### config.mk
export PLATFORM = sky130hd
export DESIGN_NAME = uart_tx
export DESIGN_NICKNAME = d
export VERILOG_FILES = /design/src/rtl/uart_tx.sv
export SDC_FILE = /design/constraint.sdc
export NUM_CORES = 1
export LEC_CHECK = 0
export ABC_CLOCK_PERIOD_IN_PS = 2500
export CAP_MARGIN = 10
export CORE_AREA = 2 2 57 65
export CTS_BUF_LIST = sky130_fd_sc_hd__clkbuf_8
export CTS_CLUSTER_SIZE = 10
export DETAILED_ROUTE_END_ITERATION = 10
export DIE_AREA = 0 0 59 67
export GPL_TIMING_DRIVEN = 1
export HOLD_SLACK_MARGIN = 0.08
export PLACE_DENSITY = 0.6
export SYNTH_ARGS = -nofsm -noshare
export SYNTH_HDL_FRONTEND = slang
export SYNTH_SLANG_ARGS = --single-unit
### constraint.sdc
create_clock -name CLK -period 2.5 [get_ports CLK]
set_input_delay 0.5 -clock CLK [delete_from_list [all_inputs] [get_ports CLK]]
set_output_delay 0.5 -clock CLK [all_outputs]
set_load 0.01 [all_outputs]
### src/rtl/uart_tx.sv
// Serial transmitter: start bit, DATA_WIDTH data bits LSB first, optional even/odd
// parity bit, one stop bit. TX_OUT and Busy are driven straight from flops.
module uart_tx #(
    parameter int DATA_WIDTH = 8
) (
    input  logic                  CLK,
    input  logic                  RST,
    input  logic [DATA_WIDTH-1:0] P_DATA,
    input  logic                  Data_Valid,
    input  logic                  PAR_EN,
    input  logic                  PAR_TYP,
    output logic                  TX_OUT,
    output logic                  Busy,
    output logic [2:0]            dbg_state
);
    // Handshake: Data_Valid is a request with no ready. It is taken only when the
    // FSM is in IDLE or in its STOP cycle; at any other time it is dropped, so the
    // sender must watch Busy. Payload and parity controls are captured on that edge.

    localparam int CW = (DATA_WIDTH > 1) ? $clog2(DATA_WIDTH) : 1;
    localparam logic [CW-1:0] LAST_BIT = CW'(DATA_WIDTH - 1);

    typedef enum logic [2:0] {
        IDLE   = 3'd0,
        START  = 3'd1,
        DATA   = 3'd2,
        PARITY = 3'd3,
        STOP   = 3'd4
    } state_t;

    state_t                state, next_state;
    logic [CW-1:0]         bit_cnt, next_cnt;
    logic [DATA_WIDTH-1:0] data_q;
    logic                  par_en_q, par_typ_q;
    logic                  accept, next_tx, next_busy;

    assign dbg_state = state;

    always_comb begin
        next_state = state;
        next_cnt   = bit_cnt;
        accept     = 1'b0;
        case (state)
            IDLE: begin
                if (Data_Valid) begin
                    accept     = 1'b1;
                    next_state = START;
                end
            end
            START: begin
                next_state = DATA;
                next_cnt   = '0;
            end
            DATA: begin
                if (bit_cnt == LAST_BIT) begin
                    next_state = par_en_q ? PARITY : STOP;
                end else begin
                    next_cnt = bit_cnt + 1'b1;
                end
            end
            PARITY: next_state = STOP;
            STOP: begin
                if (Data_Valid) begin
                    accept     = 1'b1;
                    next_state = START;
                end else begin
                    next_state = IDLE;
                end
            end
            default: next_state = IDLE;
        endcase
    end

    // Line value for the upcoming cycle, so the flopped output lines up with state.
    always_comb begin
        next_tx   = 1'b1;
        next_busy = (next_state != IDLE);
        case (next_state)
            START:   next_tx = 1'b0;
            DATA:    next_tx = data_q[next_cnt];
            PARITY:  next_tx = (^data_q) ^ par_typ_q;
            default: next_tx = 1'b1;
        endcase
    end

    always_ff @(posedge CLK) begin
        if (!RST) begin
            state     <= IDLE;
            bit_cnt   <= '0;
            data_q    <= '0;
            par_en_q  <= 1'b0;
            par_typ_q <= 1'b0;
            TX_OUT    <= 1'b1;
            Busy      <= 1'b0;
        end else begin
            state   <= next_state;
            bit_cnt <= next_cnt;
            TX_OUT  <= next_tx;
            Busy    <= next_busy;
            if (accept) begin
                data_q    <= P_DATA;
                par_en_q  <= PAR_EN;
                par_typ_q <= PAR_TYP;
            end
        end
    end

endmodule

## Yosys cells after proc, flatten, opt, wreduce, memory -nomap -nowiden

Cells that the tools add are included.

- Bits in read-only memories: 0
- Word-level logic and storage cells: 34
- RAM bits: 0
- Bits in latches: 0
- Memories kept: 0
- Flip-flop bits (word level): 18

- Div/mod/pow operators: 0
- Eq/ne operators: 8
- Muxes and demuxes: 12
- Shift-type cells: 0
- Add/subtract/negate cells: 1
- Reductions and logical operators: 4
- $mul: 0
- Bitwise gates (word level): 1
- Magnitude comparators: 1

Operators with widths:

| kind | number |
|---|---|
| $pmux 3 s5 | 1 |
| $eq 3x2->1 const B | 4 |
| $mux 3 | 4 |
| $reduce_xor 8->1 | 1 |
| $eq 3x1->1 const B | 2 |
| $eq 3x3->1 const B | 2 |
| $pmux 3 s2 | 1 |
| $lt 3x4->1 const B | 1 |
| $mux 1 | 4 |
| $add 3x1->3 const B | 1 |
| $bmux 1 s3 | 1 |
| $logic_not 3->1 | 1 |
| $pmux 1 s3 | 1 |
| $reduce_bool 3->1 | 1 |
| $reduce_or 2->1 | 1 |
| $xor 1x1->1 | 1 |

## Longest topological paths before layout

Gate-level depths: netlist (run 1).

- Depth after elaboration: 6
- Gate-level depth with buffers: 7
- Gate-level depth less buffers: 7

## Least setup slack after synthesis (run 1)

No wires, ideal clock.

- Path kind: reg2reg
- From: register bit_cnt[0]
- To: register TX_OUT
- Period minus slack after synthesis: 1,863 ps
- Stages on the path, launching flop included: 8
- Path slack: 637 ps
- Path buffers: 0
- Data required time: 2,442 ps
- Arrival time: 1,805 ps
- Cells stage by stage: dfxtp_1 > ha_1 > a211oi_2 > nor3b_1 > a211o_2 > mux2i_1 > a2111oi_1 > a211o_1

- Cells in the longest elaborated chain, start to end: 6
- Elaborated cells between the ends (all ways): 12

RTL lines:

| element | RTL line | text |
|---|---|---|
| start: declaration | 32 | `logic [CW-1:0] bit_cnt, next_cnt;` |
| start signal: assignment | 97 | `bit_cnt <= next_cnt;` |
| $add 3x1->3 or $eq 3x3->1 (tied branches) | 58, 55 |  |
| $mux 3 | 55 | `if (bit_cnt == LAST_BIT) begin` |
| $pmux 3 s2 | 43 | `case (state)` |
| $bmux 1 s3 | 80 | `DATA: next_tx = data_q[next_cnt];` |
| $mux 1 (implied by the code) | 80 |  |
| $pmux 1 s3 (*) | 78 | `case (next_state)` |
| end signal: assignment | 98 | `TX_OUT <= next_tx;` |
| end: declaration | 12 | `output logic TX_OUT,` |

Every way passes the cells marked *; elsewhere a longest branch is shown, timed or not. The select of a mux whose other input is x is not followed.
A chain may end at the register's enable or synchronous reset.

## Worst setup path in the final report (run 1)

Same ends and word-level chain as after synthesis.

==> run metrics, run 1 <==
outcome finished, final reports clean; Arrival @ worst endpoint 2.31 ns; detailed-route DRC error count 0; routed vias/inst approximately 4.8; synth-to-layout area growth 25.7%; Die Area between 3000 and 4000 sq um; highest clock frequency the design can meet 474 MHz; startpoint of the tightest hold check path data_q[6]$_SDFFE_PN0P_; RSZ-0062 raised after global routing false; fraction of layout cells with a size suffix above 1 7.94%; power density of the placed cells roughly 550 nW/um^2; number of gates given a new drive strength after cts 0; Flop pwr share 48.7%; clock latency at the later pin of the worst-skew pair 0.26 ns; half-perimeter wire length of the detailed placement result ~1.5 mm; CTS root buf clkbuf_8; setup clock skew after layout approximately 0.0047 ns; Internal Dissipation just under 0.5 mW; ports placed on the boundary 18; setup total negative slack 0 ns; number of clock sinks 18; Net Count, Synth ~120; Met2 Wirelength approximately 960 um; Antenna diodes 0; flop and latch count out of synthesis 18; Setup Crit Path Kind reg2reg; vias in the first global route 722; Worst setup EP type register; maximum number of pins on one net before global-route repair 18; # hold bufs at CTS 0; share of the core filled with cells in the final layout 36.9%; switching share of power 25.6%; most area-consuming cells after synthesis dfxtp_1, nand2_1, a21boi_0; number of distinct library cells after synthesis 35; initial core utilization between 20% and 30%; clock group share of total power between 30 and 40%; Nets between 100 and 150; switching component of the power 0.170 mW; initial antenna violation count 0; dominant synthesized flop cell dfxtp_1; H-tree levels 1; final slew viol count 0; Inserted Clock Buffers 3; post-CTS setup buffer count 0; Total Routing Usage GR a little over a tenth; first-pass GRT wire length 3.14 mm; CP peak stage delay 0.43 ns; capture instance of the worst register-to-register path TX_OUT$_SDFF_PN1_; max-capacitance violation count 0; floorplan die width 59 um; total of warnings raised by yosys 0; DP Area 1160 sq um; Leak Pwr around 0.47 nW; met3 wire length 73 um; time the worst path needs with I/O delays and setup 2.11 ns; worst flop-to-flop path startpoint bit_cnt[0]$_SDFF_PN0_; largest driver fanout on the critical path 5; Row Count 22; routed wire length around 1.9 mm; Vias 785; register clock-pin slew on the reported worst setup and hold paths 0.06 ns; Std-Cell Core Area between 3000 and 4000 sq um; Congestion Overflow GR 0; count of nets left with antenna violations after detail routing 0; slowest stage cell, crit path a2111oi_1; initial drt markers 10; Finish-stage setup viols 0; y dimension of the die about 67 um; Post-Syn Instances about 110; Combinational Power Share 21.0%; clock tree from TritonCTS done; Post-Syn Area 955 sq um; WL met1 approximately 830 um; kind of launch point of the worst setup path register; capturing instance or port of the critical path TX_OUT$_SDFF_PN1_; count of port buffers added during placement 17; Final Cycle Share 84.4%; Hold Violations, Final 0; critical path startpoint bit_cnt[0]$_SDFF_PN0_; buffer levels on the longest clock path 2; R2R setup slack between 0.3 and 0.4 ns; final standard cell area without fillers between 1000 and 1500 sq um; depth of the worst register-to-register path 7; Post-synth EDFFs 0; biggest area consumer among synthesized cells dfxtp_1; uppermost layer routed met4; worst vdd rail ir drop just under 0.0002 V; Pwr Total 0.663 mW; relative slew slack 72.7%; Worst Path Required 2.70 ns; Tightest Pin Transition around 0.40 ns; average cell area after synthesis about 8.8 sq um; RePlAce Congestion 0.712; WL per Instance 11.8 um; part of the Yosys area used for sequential elements a little under two fifths; number of optimization iterations in the first detailed-route pass 3; cell chain of the critical path ha_1, nand2_1, nor4b_2, a211o_2, mux2i_1, a2111oi_1, a211o_1; Hold Slack 0.491 ns; fraction of registers with async set/reset 0%; kind of path behind the tightest hold check reg2reg; area share of the largest cell type after synthesis 37.7%
==> power by group through the flow <==
stage | sequential, mW | clock [mW] | combinational [mW]
after global placement | 0.330 | 0 | 0.137
after detailed placement | 0.330 | 0 | 0.141
final | 0.323 | 0.201 | 0.139
after CTS | 0.324 | 0.209 | 0.142
after global routing | 0.325 | 0.219 | 0.154
after floorplan | 0.327 | 0 | 0.0946
==> kinds of logic after synthesis <==
group | count (synthesis) | synth area share (%)
muxes | 5 | 5.24
and+or+nand+nor | 49 | 25.6
buffers and inverters | 5 | 2.75
xor gates and xnor gates | 7 | 7.86
DFF | 18 | 37.7
AOI/OAI and AO/OA | 23 | 19.5
adders and majority gates | 1 | 1.31
==> layout make-up <==
| class | instances | area, sq um |
|---|---|---|
| repair buffers | 18 | 178 |
| flip-flops and latches | 18 | 360 |
| fillers | 358 | 2050 |
| multi-input cells | 85 | 568 |
| inverters | 2 | 7.51 |
| well taps | 36 | 45.0 |
| clock buffers | 3 | 41.3 |
==> cell usage after synthesis (2+ instances only) <==
master	count
and2_1	3
nand2_1	24
nand2b_1	2
a21o_1	2
inv_1	2
a21boi_0	10
and2b_1	2
dfxtp_1	18
mux2i_1	5
nor3b_1	2
clkbuf_1	2
xnor2_1	5
nor2_1	9
==> critical path, delay by kind of cell (launching register included) <==
kind | cells | cell delay (ns)
DFF | 1 | 0.40
muxes | 1 | 0.15
adders and majority gates | 1 | 0.24
AOI/OAI and AO/OA | 3 | 0.96
and+or+nand+nor | 2 | 0.30
==> worst min-delay path by stage <==
stage,to,slack (ns),cells after the start
2_1_floorplan,par_en_q$_SDFFE_PN0P_,0.45,2
6_report,data_q[6]$_SDFFE_PN0P_,0.49,2
4_1_cts,data_q[6]$_SDFFE_PN0P_,0.50,2
5_1_grt,data_q[6]$_SDFFE_PN0P_,0.52,2
3_5_place_dp,data_q[6]$_SDFFE_PN0P_,0.49,2
3_3_place_gp,par_typ_q$_SDFFE_PN0P_,0.48,2
==> cell usage in the layout, fill, tap and decap left out, drive strengths merged, types with 3 or more instances in the layout <==
cell	synthesis	layout
dfxtp	18	18
and2b	3	3
nand2	24	24
clkdlybuf4s50	0	17
nor2	9	9
a21boi	10	10
xnor2	5	5
clkbuf	2	3
and2	3	3
mux2i	5	5
==> state kept, by name, indices dropped and copies added (netlist names) <==
register   cells
par_typ_q      1
par_en_q       1
bit_cnt        3
data_q         8
dbg_state      3
TX_OUT         1
Busy           1
==> routing by layer <==
layer  vias to the layer above  GRT usage [%]
met5                         -              0
met2                        14           18.6
met4                         0           6.82
li1                        407              -
met1                       359           12.1
met3                         5           2.33
==> through the flow <==
stage	worst slack [ns]	std cells
after floorplan	0.637	108
after global placement	0.464	159
after detailed placement	0.399	159
after CTS	0.392	162
after global routing	0.180	162
final	0.389	162
Power figures use the tool's default switching activity.
==> inputs of run 2 (changes only) <==
--- a/config.mk
+++ b/config.mk
@@ -5,7 +5,7 @@
 export SDC_FILE = /design/constraint.sdc
 export NUM_CORES = 1
 export LEC_CHECK = 0
-export ABC_CLOCK_PERIOD_IN_PS = 2500
+export ABC_CLOCK_PERIOD_IN_PS = 1900
 export CAP_MARGIN = 10
 export CORE_AREA = 2 2 57 65
 export CTS_BUF_LIST = sky130_fd_sc_hd__clkbuf_8
@@ -14,7 +14,7 @@
 export DIE_AREA = 0 0 59 67
 export GPL_TIMING_DRIVEN = 1
 export HOLD_SLACK_MARGIN = 0.08
-export PLACE_DENSITY = 0.6
+export PLACE_DENSITY = 0.62
 export SYNTH_ARGS = -nofsm -noshare
 export SYNTH_HDL_FRONTEND = slang
 export SYNTH_SLANG_ARGS = --single-unit
==> constraint.sdc (replaced) <==
create_clock -name CLK -period 1.9 [get_ports CLK]
set_input_delay 0.38 -clock CLK [delete_from_list [all_inputs] [get_ports CLK]]
set_output_delay 0.38 -clock CLK [all_outputs]
set_load 0.01 [all_outputs]
==> run 2 against run 1 <==
Against the previous run:
- setup slack lost 0.39 ns
- cell area rose by 9.9%
- critical path depth unchanged
- register-to-register slack worse by 0.39 ns
- critical path type unchanged
- largest cell class unchanged
- largest power group unchanged
==> run metrics, run 2 (synthesis gave the netlist of run 1 again) <==
cell depth of the worst hold path 2; Flop pwr share 47.5%; ports placed on the boundary 18; first-pass GRT wire length roughly 3.5 mm; kind of launch point of the worst setup path register; Worst Path Required approximately 2.1 ns; vias in the first global route 818; initial antenna violation count 0; synth-to-layout area growth 38.1%; Pwr Total approximately 0.9 mW; Arrival @ worst endpoint 2.10 ns; highest clock frequency the design can meet approximately 530 MHz; most common cell after layout, fill and taps aside nand2_1; worst flop-to-flop path startpoint bit_cnt[1]$_SDFF_PN0_; register with the most flip-flops data_q; Hold Violations, Final 0; routed vias/inst 4.79; R2R setup slack 0.001 ns; RSZ-0062 raised after global routing true; number of clock sinks 18; floorplan die width just under 60 um; largest driver fanout on the critical path 5; instance count after placement with tap cells included 166; clock latency at the later pin of the worst-skew pair about 0.25 ns; WL per Instance 12.1 um; time the worst path needs with I/O delays and setup 1.90 ns; filler-free cell count of the finished design 170; final slew viol count 0; number of flip-flops under the largest register name 8; y dimension of the die 67 um; Nets 150; capture instance of the worst register-to-register path TX_OUT$_SDFF_PN1_; clock group share of total power 29.2%; RePlAce Congestion 0.748; Congestion Overflow GR 0; end point of the most critical hold path data_q[5]$_SDFFE_PN0P_; # hold bufs at CTS 0; buffer levels on the longest clock path 2; Vias just over 800; fraction of layout cells with a size suffix above 1 20.9%; Die Area 3950 sq um; commonest cells after routing, fill and taps aside nand2_1, clkdlybuf4s50_1, dfxtp_1, a21boi_0; Total Routing Usage GR 11.8%; Antenna diodes 0; Inserted Clock Buffers 3; initial core utilization 29.4%; Worst setup EP type register; outcome finished, final reports clean; setup clock skew after layout ~0.0024 ns; count of nets left with antenna violations after detail routing 0; Leak Pwr 0.527 nW; Tightest Pin Transition 0.384 ns; kind of path behind the tightest hold check reg2reg; max-capacitance violation count 0; count of filler cells inserted in the layout 341; Std-Cell Core Area 3250 sq um; Row Count 22; startpoint of the tightest hold check path data_q[5]$_SDFFE_PN0P_; switching share of power 25.9%; routed wire length between 2 and 2.5 mm; Combinational Power Share around a quarter; CTS root buf clkbuf_8; initial drt markers 5; setup total negative slack 0 ns; count of port buffers added during placement 17; Finish-stage setup viols 0; half-perimeter wire length of the detailed placement result 1.60 mm; maximum number of pins on one net before global-route repair 12; power density of the placed cells 682 nW/um^2; clock tree from TritonCTS done; switching component of the power roughly 0.23 mW; area of combinational cells with multiple inputs 622 sq um; detailed-route DRC error count 0; number of optimization iterations in the first detailed-route pass 3; worst vdd rail ir drop 0.000252 V; depth of the worst register-to-register path 7; Internal Dissipation 0.666 mW; Final Cycle Share 99.9%; register clock-pin slew on the reported worst setup and hold paths around 0.070 ns; relative slew slack 74.3%; footprint of the flip-flops and latches 365 sq um; Setup Crit Path Kind reg2reg; H-tree levels 1
==> run 2: cell types whose count changed in the layout (fill, tap and decap cells not counted), moves of 2 or more <==
cell       previous run  this run
dfxtp_2               0         4
dfxtp_1              18        14
buf_4                 1         9
a2111oi_2             0         2
==> run 2: cell type report <==
| type | count | area share (%) |
|---|---|---|
| tap | 36 | 3.42 |
| multi-input combinational | 85 | 47.2 |
| clock buffer | 3 | 3.13 |
| sequential | 18 | 27.7 |
| timing repair buffer | 26 | 18.0 |
| inverter | 2 | 0.569 |
==> run 2: metrics by stage <==
step / utilization [%] / hold WS (ns) / setup WS (ns) / area, sq um
floorplan: - / 0.452 / 0.0369 / 955
global placement: 37.3 / 0.470 / 0.0200 / 1210
detailed placement: 37.3 / 0.484 / -0.132 / 1210
CTS: 39.9 / 0.493 / -0.0199 / 1290
global route: 40.6 / 0.521 / -0.0669 / 1320
finish: 40.6 / 0.488 / 0.00119 / 1320
==> run 2: repair_timing <==
item	4_1_cts	5_1_grt
gates resized for setup	10	4
setup endpoints to repair	1	1
pin swaps	7	1
gates cloned	0	0
setup buffers	0	1
==> run 2: worst max-delay path by stage <==
stage | start | to | slack (ns) | cells after the start
global route | bit_cnt[0]$_SDFF_PN0_ | TX_OUT$_SDFF_PN1_ | -0.07 | 7
finish | bit_cnt[1]$_SDFF_PN0_ | TX_OUT$_SDFF_PN1_ | 0.001 | 7
global placement | bit_cnt[0]$_SDFF_PN0_ | TX_OUT$_SDFF_PN1_ | 0.02 | 7
CTS | bit_cnt[0]$_SDFF_PN0_ | TX_OUT$_SDFF_PN1_ | -0.02 | 7
floorplan | bit_cnt[0]$_SDFF_PN0_ | TX_OUT$_SDFF_PN1_ | 0.04 | 7
detailed placement | bit_cnt[0]$_SDFF_PN0_ | TX_OUT$_SDFF_PN1_ | -0.13 | 7
==> run 2: power groups by stage <==
stage / clock [mW] / combinational [mW] / sequential [mW]
after floorplan: 0 / 0.124 / 0.430
after global placement: 0 / 0.191 / 0.432
after detailed placement: 0 / 0.197 / 0.432
after CTS: 0.270 / 0.205 / 0.426
after global routing: 0.292 / 0.230 / 0.431
final: 0.263 / 0.210 / 0.427
==> run 2: per-layer routing <==
layer  vias up  track usage [%]  share of wire (%)
met3         4             2.33                2.7
met4         0             5.97                1.3
li1        422                -                  -
met1       376             11.9                 41
met2        13             22.5                 55
met5         -                0                  0
==> run 2: worst max-delay path, cell delays in order (launching register included) <==
cell and delay (ns):
dfxtp_2 0.34, ha_4 0.17, a211oi_4 0.25, nor3b_2 0.09
a211o_2 0.35, mux2i_2 0.18, a2111oi_2 0.31, a211o_1 0.15
